===== config.mk =====
export PLATFORM = sky130hd
export DESIGN_NAME = xadac_vload_flat
export DESIGN_NICKNAME = d
export VERILOG_FILES = /design/src/rtl/xadac_pkg.sv /design/src/rtl/xadac_if.sv /design/src/rtl/xadac_sb_pick.sv /design/src/rtl/xadac_vload.sv /design/src/flat_wrapper.sv
export SDC_FILE = /design/constraint.sdc
export NUM_CORES = 2
export LEC_CHECK = 0
export ABC_CLOCK_PERIOD_IN_PS = 25600
export BUFFER_PORTS_ARGS = -buffer_cell sky130_fd_sc_hd__clkbuf_2
export CAP_MARGIN = 20
export CELL_PAD_IN_SITES_DETAIL_PLACEMENT = 0
export CELL_PAD_IN_SITES_GLOBAL_PLACEMENT = 2
export CORE_MARGIN = 2
export CORE_UTILIZATION = 33
export DETAILED_ROUTE_END_ITERATION = 10
export GPL_TIMING_DRIVEN = 1
export PLACE_DENSITY_LB_ADDON = 0.25
export SYNTH_ARGS = -nofsm -noshare
export SYNTH_HDL_FRONTEND = slang
export SYNTH_HIERARCHICAL = 1
export SYNTH_SLANG_ARGS = --single-unit

===== constraint.sdc =====
create_clock -name clk -period 25.6 [get_ports clk]
set_clock_uncertainty 0.1 [all_clocks]
set_input_delay 2.56 -clock clk [delete_from_list [all_inputs] [get_ports clk]]
set_output_delay 2.56 -clock clk [all_outputs]
set_load 0.02 [all_outputs]

===== src/rtl/xadac_pkg.sv =====
`default_nettype none
// ============================================================================
// Module      : xadac_pkg
// Description : Shared widths, transaction structs and helpers for the xadac
//               coprocessor blocks (decode/execute handshakes, vector loads).
// Revision    : 1.0 - initial release
// ============================================================================
package xadac_pkg;

    localparam int SbLen        = 4;
    localparam int IdWidth      = $clog2(SbLen);
    localparam int AddrWidth    = 32;
    localparam int XlenWidth    = 32;
    localparam int InstrWidth   = 32;
    localparam int RegAddrWidth = 5;
    localparam int VecElemWidth = 8;
    localparam int VecLen       = 16;
    localparam int VecDataWidth = VecLen * VecElemWidth;
    localparam int VecLenWidth  = $clog2(VecLen + 1);

    typedef logic [IdWidth-1:0]      IdT;
    typedef logic [AddrWidth-1:0]    AddrT;
    typedef logic [XlenWidth-1:0]    XlenT;
    typedef logic [InstrWidth-1:0]   InstrT;
    typedef logic [RegAddrWidth-1:0] RegAddrT;
    typedef logic [VecDataWidth-1:0] VecDataT;
    typedef logic [VecLenWidth-1:0]  VecLenT;

    typedef struct packed {
        IdT    id;
        InstrT instr;
    } DecReqT;

    typedef struct packed {
        IdT         id;
        logic       accept;
        logic [1:0] rs_read;
        logic [2:0] vs_read;
        logic       rd_clobber;
        logic       vd_clobber;
    } DecRspT;

    typedef struct packed {
        IdT              id;
        InstrT           instr;
        logic [1:0][XlenWidth-1:0] rs_data;
    } ExeReqT;

    typedef struct packed {
        IdT      id;
        RegAddrT rd_addr;
        XlenT    rd_data;
        logic    rd_write;
        RegAddrT vd_addr;
        VecDataT vd_data;
        logic    vd_write;
    } ExeRspT;

    // One in-flight vector load: request fields, returned data and progress flags
    typedef struct packed {
        AddrT    addr;
        RegAddrT vd;
        VecLenT  vlen;
        VecDataT data;
        logic    valid;
        logic    ar_done;
        logic    r_done;
    } VLoadEntryT;

    // Zero every element at or beyond vlen
    function automatic VecDataT vec_mask(input VecDataT data, input VecLenT vlen);
        VecDataT res;
        res = data;
        for (int i = 0; i < VecLen; i++) begin
            if (i >= int'(vlen)) begin
                res[i*VecElemWidth +: VecElemWidth] = '0;
            end
        end
        return res;
    endfunction

endpackage
`default_nettype wire


===== src/rtl/xadac_if.sv =====
`default_nettype none
// ============================================================================
// Module      : xadac_if
// Description : Decode and execute request/response channels between the
//               core and an xadac coprocessor unit.
// Revision    : 1.0 - initial release
// ============================================================================
interface xadac_if;
    import xadac_pkg::*;

    logic   dec_req_valid;
    logic   dec_req_ready;
    DecReqT dec_req;
    logic   dec_rsp_valid;
    logic   dec_rsp_ready;
    DecRspT dec_rsp;

    logic   exe_req_valid;
    logic   exe_req_ready;
    ExeReqT exe_req;
    logic   exe_rsp_valid;
    logic   exe_rsp_ready;
    ExeRspT exe_rsp;

    modport slv (
        input  dec_req_valid, dec_req, dec_rsp_ready,
        output dec_req_ready, dec_rsp_valid, dec_rsp,
        input  exe_req_valid, exe_req, exe_rsp_ready,
        output exe_req_ready, exe_rsp_valid, exe_rsp
    );
endinterface
`default_nettype wire


===== src/rtl/xadac_sb_pick.sv =====
`default_nettype none
// ============================================================================
// Module      : xadac_sb_pick
// Description : Lowest-index-first selector over scoreboard request bits.
// Revision    : 1.0 - initial release
// ============================================================================
module xadac_sb_pick #(
    parameter int ENTRIES = 4,
    parameter int IDX_W   = 2
) (
    input  logic [ENTRIES-1:0] req,
    output logic [IDX_W-1:0]   idx,
    output logic               found
);

    // Scan from the top so the lowest set bit is the last one written
    always_comb begin
        idx   = '0;
        found = 1'b0;
        for (int i = ENTRIES - 1; i >= 0; i--) begin
            if (req[i]) begin
                idx   = IDX_W'(i);
                found = 1'b1;
            end
        end
    end

endmodule
`default_nettype wire


===== src/rtl/xadac_vload.sv =====
`default_nettype none
// ============================================================================
// Module      : xadac_vload
// Description : Vector load unit. Accepts load instructions, issues AXI AR,
//               collects out-of-order R beats per ID and writes the vector
//               back through exe_rsp in lowest-ID-first order.
// Revision    : 1.0 - initial release
// ============================================================================
module xadac_vload
    import xadac_pkg::*;
(
    input  logic    clk,
    input  logic    rst,
    xadac_if.slv    slv,
    output IdT      axi_ar_id,
    output AddrT    axi_ar_addr,
    output logic    axi_ar_valid,
    input  logic    axi_ar_ready,
    input  IdT      axi_r_id,
    input  VecDataT axi_r_data,
    input  logic    axi_r_valid,
    output logic    axi_r_ready
);

    VLoadEntryT r_sb     [SbLen];
    VLoadEntryT w_sb_a   [SbLen];   // after exe_req write
    VLoadEntryT w_sb_nxt [SbLen];   // after AR, R and retire

    logic   r_ar_valid, w_ar_valid;
    IdT     r_ar_id,    w_ar_id;
    AddrT   r_ar_addr,  w_ar_addr;
    logic   r_r_ready;
    logic   r_rsp_valid, w_rsp_valid;
    ExeRspT r_rsp,       w_rsp;
    logic   r_beat_dropped, w_beat_dropped;   // pulses when an R beat matches no pending load

    logic             w_exe_req_hs;
    logic             w_r_hs;
    logic [SbLen-1:0] w_ar_req, w_rsp_req;
    IdT               w_ar_idx, w_rsp_idx;
    logic             w_ar_found, w_rsp_found;
    logic             w_unused_ok;

    assign w_unused_ok = ^{slv.dec_req.instr, slv.exe_req.rs_data[1],
                           slv.exe_req.instr[31:30], slv.exe_req.instr[24:12],
                           slv.exe_req.instr[6:0]};

    // Decode: every instruction routed here is a vector load reading rs1
    always_comb begin
        slv.dec_rsp_valid     = slv.dec_req_valid;
        slv.dec_req_ready     = slv.dec_req_valid && slv.dec_rsp_ready;
        slv.dec_rsp           = '0;
        slv.dec_rsp.id        = slv.dec_req.id;
        slv.dec_rsp.accept    = 1'b1;
        slv.dec_rsp.rs_read   = 2'b01;
        slv.dec_rsp.vd_clobber = 1'b1;
    end

    // An ID may only be reused once its previous load has retired
    assign w_exe_req_hs      = slv.exe_req_valid && !r_sb[slv.exe_req.id].valid;
    assign slv.exe_req_ready = w_exe_req_hs;
    assign w_r_hs            = axi_r_valid && r_r_ready;

    // Stage A: allocate the scoreboard entry for an accepted load
    always_comb begin
        w_sb_a = r_sb;
        if (w_exe_req_hs) begin
            w_sb_a[slv.exe_req.id]       = '0;
            w_sb_a[slv.exe_req.id].addr  = slv.exe_req.rs_data[0];
            w_sb_a[slv.exe_req.id].vd    = slv.exe_req.instr[11:7];
            w_sb_a[slv.exe_req.id].vlen  = slv.exe_req.instr[25 +: VecLenWidth];
            w_sb_a[slv.exe_req.id].valid = 1'b1;
        end
    end

    // AR candidates include an entry allocated this cycle
    always_comb begin
        for (int i = 0; i < SbLen; i++) begin
            w_ar_req[i] = w_sb_a[i].valid && !w_sb_a[i].ar_done;
        end
    end

    xadac_sb_pick #(
        .ENTRIES (SbLen),
        .IDX_W   (IdWidth)
    ) u_ar_pick (
        .req   (w_ar_req),
        .idx   (w_ar_idx),
        .found (w_ar_found)
    );

    // Stage B: AR issue, R capture, then retire of the handshaking response
    always_comb begin
        w_sb_nxt       = w_sb_a;
        w_ar_valid     = r_ar_valid && !axi_ar_ready;
        w_ar_id        = r_ar_id;
        w_ar_addr      = r_ar_addr;
        w_beat_dropped = 1'b0;

        if (!w_ar_valid && w_ar_found) begin
            w_ar_valid                 = 1'b1;
            w_ar_id                    = w_ar_idx;
            w_ar_addr                  = w_sb_a[w_ar_idx].addr;
            w_sb_nxt[w_ar_idx].ar_done = 1'b1;
        end

        if (w_r_hs) begin
            if (w_sb_a[axi_r_id].valid && w_sb_a[axi_r_id].ar_done && !w_sb_a[axi_r_id].r_done) begin
                w_sb_nxt[axi_r_id].data   = vec_mask(axi_r_data, w_sb_a[axi_r_id].vlen);
                w_sb_nxt[axi_r_id].r_done = 1'b1;
            end else begin
                w_beat_dropped = 1'b1;
            end
        end

        // Retire is applied before the response pick so a retiring entry is never re-presented
        if (r_rsp_valid && slv.exe_rsp_ready) begin
            w_sb_nxt[r_rsp.id] = '0;
        end
    end

    // Response candidates: any entry whose data has landed
    always_comb begin
        for (int i = 0; i < SbLen; i++) begin
            w_rsp_req[i] = w_sb_nxt[i].r_done;
        end
    end

    xadac_sb_pick #(
        .ENTRIES (SbLen),
        .IDX_W   (IdWidth)
    ) u_rsp_pick (
        .req   (w_rsp_req),
        .idx   (w_rsp_idx),
        .found (w_rsp_found)
    );

    // Stage C: hold the current response until accepted, else present the next one
    always_comb begin
        w_rsp_valid = r_rsp_valid && !slv.exe_rsp_ready;
        w_rsp       = r_rsp;
        if (!w_rsp_valid && w_rsp_found) begin
            w_rsp_valid      = 1'b1;
            w_rsp            = '0;
            w_rsp.id         = w_rsp_idx;
            w_rsp.vd_addr    = w_sb_nxt[w_rsp_idx].vd;
            w_rsp.vd_data    = w_sb_nxt[w_rsp_idx].data;
            w_rsp.vd_write   = 1'b1;
        end
    end

    // Scoreboard and registered AXI / response outputs
    always_ff @(posedge clk or posedge rst) begin
        if (rst) begin
            for (int i = 0; i < SbLen; i++) begin
                r_sb[i] <= '0;
            end
            r_ar_valid     <= 1'b0;
            r_ar_id        <= '0;
            r_ar_addr      <= '0;
            r_r_ready      <= 1'b0;
            r_rsp_valid    <= 1'b0;
            r_rsp          <= '0;
            r_beat_dropped <= 1'b0;
        end else begin
            r_sb           <= w_sb_nxt;
            r_ar_valid     <= w_ar_valid;
            r_ar_id        <= w_ar_id;
            r_ar_addr      <= w_ar_addr;
            r_r_ready      <= 1'b1;
            r_rsp_valid    <= w_rsp_valid;
            r_rsp          <= w_rsp;
            r_beat_dropped <= w_beat_dropped;
        end
    end

    assign axi_ar_valid      = r_ar_valid;
    assign axi_ar_id         = r_ar_id;
    assign axi_ar_addr       = r_ar_addr;
    assign axi_r_ready       = r_r_ready;
    assign slv.exe_rsp_valid = r_rsp_valid;
    assign slv.exe_rsp       = r_rsp;

endmodule
`default_nettype wire


===== src/flat_wrapper.sv =====
// flat-port wrapper written by rule: the top's interface ports become plain ports
module xadac_vload_flat import xadac_pkg::*;
  (clk, rst, axi_ar_id, axi_ar_addr, axi_ar_valid, axi_ar_ready, axi_r_id, axi_r_data, axi_r_valid, axi_r_ready, slv_dec_req_valid, slv_dec_req, slv_dec_rsp_ready, slv_dec_req_ready, slv_dec_rsp_valid, slv_dec_rsp, slv_exe_req_valid, slv_exe_req, slv_exe_rsp_ready, slv_exe_req_ready, slv_exe_rsp_valid, slv_exe_rsp);
  xadac_if slv_i ();
  input  logic clk;
  input  logic rst;
  output IdT axi_ar_id;
  output AddrT axi_ar_addr;
  output logic axi_ar_valid;
  input  logic axi_ar_ready;
  input  IdT axi_r_id;
  input  VecDataT axi_r_data;
  input  logic axi_r_valid;
  output logic axi_r_ready;
  input wire logic [$bits(slv_i.dec_req_valid)-1:0] slv_dec_req_valid;
  input wire logic [$bits(slv_i.dec_req)-1:0] slv_dec_req;
  input wire logic [$bits(slv_i.dec_rsp_ready)-1:0] slv_dec_rsp_ready;
  output wire logic [$bits(slv_i.dec_req_ready)-1:0] slv_dec_req_ready;
  output wire logic [$bits(slv_i.dec_rsp_valid)-1:0] slv_dec_rsp_valid;
  output wire logic [$bits(slv_i.dec_rsp)-1:0] slv_dec_rsp;
  input wire logic [$bits(slv_i.exe_req_valid)-1:0] slv_exe_req_valid;
  input wire logic [$bits(slv_i.exe_req)-1:0] slv_exe_req;
  input wire logic [$bits(slv_i.exe_rsp_ready)-1:0] slv_exe_rsp_ready;
  output wire logic [$bits(slv_i.exe_req_ready)-1:0] slv_exe_req_ready;
  output wire logic [$bits(slv_i.exe_rsp_valid)-1:0] slv_exe_rsp_valid;
  output wire logic [$bits(slv_i.exe_rsp)-1:0] slv_exe_rsp;
  assign slv_i.dec_req_valid = slv_dec_req_valid;
  assign slv_i.dec_req = slv_dec_req;
  assign slv_i.dec_rsp_ready = slv_dec_rsp_ready;
  assign slv_dec_req_ready = slv_i.dec_req_ready;
  assign slv_dec_rsp_valid = slv_i.dec_rsp_valid;
  assign slv_dec_rsp = slv_i.dec_rsp;
  assign slv_i.exe_req_valid = slv_exe_req_valid;
  assign slv_i.exe_req = slv_exe_req;
  assign slv_i.exe_rsp_ready = slv_exe_rsp_ready;
  assign slv_exe_req_ready = slv_i.exe_req_ready;
  assign slv_exe_rsp_valid = slv_i.exe_rsp_valid;
  assign slv_exe_rsp = slv_i.exe_rsp;
  xadac_vload u_core (.clk(clk), .rst(rst), .slv(slv_i), .axi_ar_id(axi_ar_id), .axi_ar_addr(axi_ar_addr), .axi_ar_valid(axi_ar_valid), .axi_ar_ready(axi_ar_ready), .axi_r_id(axi_r_id), .axi_r_data(axi_r_data), .axi_r_valid(axi_r_valid), .axi_r_ready(axi_r_ready));
endmodule

After elaboration in Yosys (flattened, before gate mapping)
Index checks and enable logic that the tools add are counted.

Mux-type cells: 108. Reduce and logical (&&, ||, !) cells: 28. Bitwise gates (word level): 9. Magnitude comparators: 25.

Operator list (count): $bwmux 692 (7); $mux 692 (5); $demux 173 s2 (9); $and 692x692->692 (2); $bmux 173 s2 (4); $not 692->692 (2); $mux 173 (5); $mux 141 (3); $mux 136 (3); $mux 8 (48); $mux 131 (1); $ge 4x5->1 const A (8); $ge 3x5->1 const A (4); $logic_and 1x1->1 (18); $mux 2 (9); $ge 3x3->1 const B (5); $not 2->3 (5); $lt 3x1->1 const B (4); $mux 1 (11); $ge 1x5->1 const A (2); $ge 2x5->1 const A (2); $logic_not 1->1 (10); $mux 3 (3).

Word-level logic and storage cells: 207. Flip-flop bits (word level): 865. Output and inout bits: 224.

Depth between registers and ports, before layout
Depth in word-level cells: 39. Gate-level depth with buffers: 23. Mapped depth without buffers: 16.

By module
Netlist, hierarchy kept.

Modules (own cells, without submodules): xadac_vload (instances 1, area an instance 40169.8 µm², cells an instance 4180, sequential area each 21645.8 µm²); xadac_sb_pick (instances 2, area an instance 35.0 µm², cells an instance 7, sequential area each 0.0 µm²).

Worst setup path before layout
Ideal clock, no wire load.

Path type: input to register. Start: in axi_r_id[1]. End: reg u_core.r_rsp, in the netlist u_core/slv.exe_rsp[24]. Setup time: 87 ps. Buffers on the path: 9. Setup slack: 18465 ps. Arrival: 6948 ps. Cell stages on the path: 20. Cell sequence: buf_2 or2_2 o311ai_1 or2_0 clkbuf_1 or2_2 clkbuf_1 clkbuf_1 clkbuf_1 clkbuf_1 a21oi_1 nand2b_1 a21oi_2 clkbuf_1 nand2_1 nor2_1 clkbuf_1 clkbuf_1 a22oi_1 o211ai_1.

RTL lines: start: declaration (line flat_wrapper.sv:11) `input IdT axi_r_id;`; end signal: assignment (line xadac_vload.sv:172) `r_rsp <= w_rsp;`; end: declaration (line xadac_vload.sv:34) `ExeRspT r_rsp, w_rsp;`.

==> impl_metrics.env <==
export IMPL_status="finished clean"
export IMPL_synth_edf_count=0
export IMPL_io_pins=494
export IMPL_grt_pass1_wl_um=242200
export IMPL_synth_cell_types=82
export IMPL_clk_insertion_delay_late_ns=0.72
export IMPL_clk_path_buf_depth=3
export IMPL_startpoint="slv_exe_req[96]"
export IMPL_fill_cells=12440
export IMPL_cts_root_buf="clkbuf_16"
export IMPL_drc=0
export IMPL_p_seq_frac=0.322
export IMPL_synth_seq_cells=865
export IMPL_grt_pass1_vias=33900
export IMPL_post_cts_buffers=0
export IMPL_synth_top_area_share=0.5379
export IMPL_slew_viol_final=0
export IMPL_critPathKind="input port to register"
export IMPL_fmax_mhz=116.4
export IMPL_peakVddDrop_v=0.00008538
export IMPL_syn_area_mm2=0.04024
export IMPL_drv_cap=0
export IMPL_yosysMostFrequentCell="dfrtp_1"
export IMPL_initial_core_util=0.3315
export IMPL_path_clk_slew_ns=0.05
export IMPL_rrSetupSlack_ns=18.74
export IMPL_core_mm2=0.1214
export IMPL_areaGrowthSynthToFinish_pct=16.47
export IMPL_setup_viol=0
export IMPL_grt_max_degree=122
export IMPL_power_density_mw_per_mm2=125.0
export IMPL_postCtsResizedCells=0
export IMPL_cts_max_level=3
export IMPL_gp_congestion=0.8105
export IMPL_worstSetupEndpointType="register"
export IMPL_place_hpwl_um=100700
export IMPL_numClockSinks=865
export IMPL_synth_warnings=6
export IMPL_clkPwrFrac=0.248
export IMPL_place_port_buffers=357
export IMPL_netlist_top_cells_count="865 x dfrtp_1, 544 x nand2_1, 458 x nand3_1"
export IMPL_max_slew_worst_pin_slew_ns=1.180
export IMPL_cp_required_ns=26.04
export IMPL_rsz0062_at_grt="false"
export IMPL_cts_hold_buffers=0
export IMPL_die_w_um=353.2
export IMPL_p_switching_mw=2.598
export IMPL_netSwitchingFraction=0.4436
export IMPL_worstSetupStartpointType="input port"
export IMPL_dieArea_mm2=0.1247
export IMPL_fin_setup_tns_ns=0
export IMPL_cts_buffers=103
export IMPL_slew_headroom=0.2134
export IMPL_die_y_um=353.2
export IMPL_ys_top_cells_by_area="dfrtp_1 54%, nand3_1 5.7%, nand2_1 5.1%"
export IMPL_hold_viol=0
export IMPL_p_int_mw=3.259
export IMPL_vias=35000
export IMPL_syn_inst=4194
export IMPL_synth_async_reset_ratio=1.000
export IMPL_yosys_most_used_dff="dfrtp_1"
export IMPL_first_pass_iters=6
export IMPL_finalWirelength_um=165100
export IMPL_fin_crit_sh=0.3357
export IMPL_yosys_area_top_type="dfrtp_1"
export IMPL_antenna_left=0
export IMPL_leakage_nw=21.51
export IMPL_drt_vias_per_instance=5.737
export IMPL_drt_iter0_drc=3424
export IMPL_hold_path_class="register to register"
export IMPL_nets=4657
export IMPL_min_from="u_core/r_sb[177]$_DFF_PP0_"
export IMPL_power_total_mw=5.857
export IMPL_drive_gt1_frac=0.1599
export IMPL_worstReg2RegStart="u_core/r_sb[175]$_DFF_PP0_"
export IMPL_post_drt_wl_per_cell_um=27.06
export IMPL_placement_rows=128
export IMPL_combPwrFrac=0.429
export IMPL_fin_crit_ns=8.593
export IMPL_cp_arrival_ns=9.04
export IMPL_cts_tree="yes"
export IMPL_synth_area_per_cell_um2=9.595
export IMPL_grtUsageTotal=0.2586
export IMPL_ys_seq_area_frac=0.5379
export IMPL_grt_overflow=0
export IMPL_antenna_found_initial=27
export IMPL_critPathMaxFanout=40
worst paths after layout:
kind                       depth (start not counted)                             endpoint
setup reg to reg                                  17   u_core/slv.exe_rsp[40]$_DFFE_PP0P_
max in group asynchronous                          6   u_core/slv.exe_rsp[97]$_DFFE_PP0P_
hold reg to reg                                    2           u_core/r_sb[177]$_DFF_PP0_
setup / recovery                                  18   u_core/slv.exe_rsp[40]$_DFFE_PP0P_
hold / removal                                     2           u_core/r_sb[177]$_DFF_PP0_
min in group asynchronous                          2  u_core/slv.exe_rsp[132]$_DFFE_PP0P_
final cells by class:
type,instances,area (µm²),area share
diodes,10,25.02,0.0005339
clock buffers,164,3088,0.06589
well taps,1625,2033,0.04338
clock inverters,20,222.7,0.004752
inverters,22,86.33,0.001842
flip-flops and latches,865,21650,0.4619
multi-input cells,2936,17150,0.3659
repair buffers,459,2615,0.05580
state kept, by name, indices dropped and copies added, names as in the netlist:
signal	count
u_core/axi_ar_addr	32
u_core/slv.exe_rsp_valid	1
u_core/slv.exe_rsp	136
u_core/axi_r_ready	1
u_core/r_sb	692
u_core/axi_ar_id	2
u_core/axi_ar_valid	1
cells by family (layout without fill, tap and decap cells):
| logic type | after synthesis | after routing | synth area share |
|---|---|---|---|
| and+or+nand+nor | 1554 | 1554 | 0.1711 |
| AOI/OAI and AO/OA | 1208 | 1208 | 0.2053 |
| DFF | 865 | 865 | 0.5379 |
| buffers and inverters | 438 | 665 | 0.04704 |
| muxes | 127 | 127 | 0.03846 |
| other | 2 | 57 | 0.0001866 |
routing by layer:
layer  global-route usage  share of wire
met3              0.06088          0.083
met1               0.3651           0.44
met4              0.07889          0.025
met5                    0         0.0012
met2               0.3926           0.45
cells in the final DEF (no fill, tap or decap), types with 10 or more instances in the layout:
cell type and instances:
a221oi_1 28, nor2_1 376, a22oi_1 23, o211ai_1 36, o21a_1 11, nand2b_1 22, o21ai_0 128, a21o_1 10
nand3_1 457, nand2_1 541, mux2i_1 97, a32oi_1 27, buf_4 97, o221ai_1 31, inv_1 19, nor3_2 11
and3_1 20, a32o_1 59, conb_1 47, clkbuf_2 357, a22o_1 174, a221o_1 36, dfrtp_1 865, clkbuf_1 34
clkbuf_16 104, mux4_2 21, o22ai_1 43, and2_1 24, diode_2 10, a21oi_1 374, a31oi_1 152, nand4_1 11
clkbuf_8 26, nor3_1 34
power by group through the flow:
stage          combinational, mW  clock, mW  sequential, mW
2_1_floorplan               1.42          0            1.98
3_3_place_gp                2.49          0            1.90
3_5_place_dp                2.50          0            1.91
4_1_cts                     2.50       1.49            1.89
5_1_grt                     2.69       1.54            1.92
6_report                    2.51       1.45            1.89
through the flow:
step	hold slack, ns	setup slack [ns]	cells	area (µm²)	utilization
floorplan	0.3273	11.05	4239	40410	-
global placement	0.3447	16.41	5906	43520	0.3585
detailed placement	0.3570	16.37	5907	43530	0.3586
CTS	0.3696	17.10	6091	46840	0.3859
global route	0.3819	16.81	6098	46860	0.3860
finish	0.3629	17.01	6101	46870	0.3861
worst max-delay path: stages:
cell and delay [ns]:
clkbuf_2 0.26, nand4bb_4 0.74, o2111a_1 0.43, or4b_1 0.58, or2_4 0.50, a21oi_1 0.32
nor2_1 0.12, nor3_2 0.26, buf_4 0.61, buf_4 0.60, nor2_1 0.25, nand2b_1 0.26
nor2_1 0.09, buf_4 0.28, nand3_1 0.13, nand3_1 0.09, a311oi_1 0.68, a21oi_1 0.16
Power figures use the tool's default switching activity.
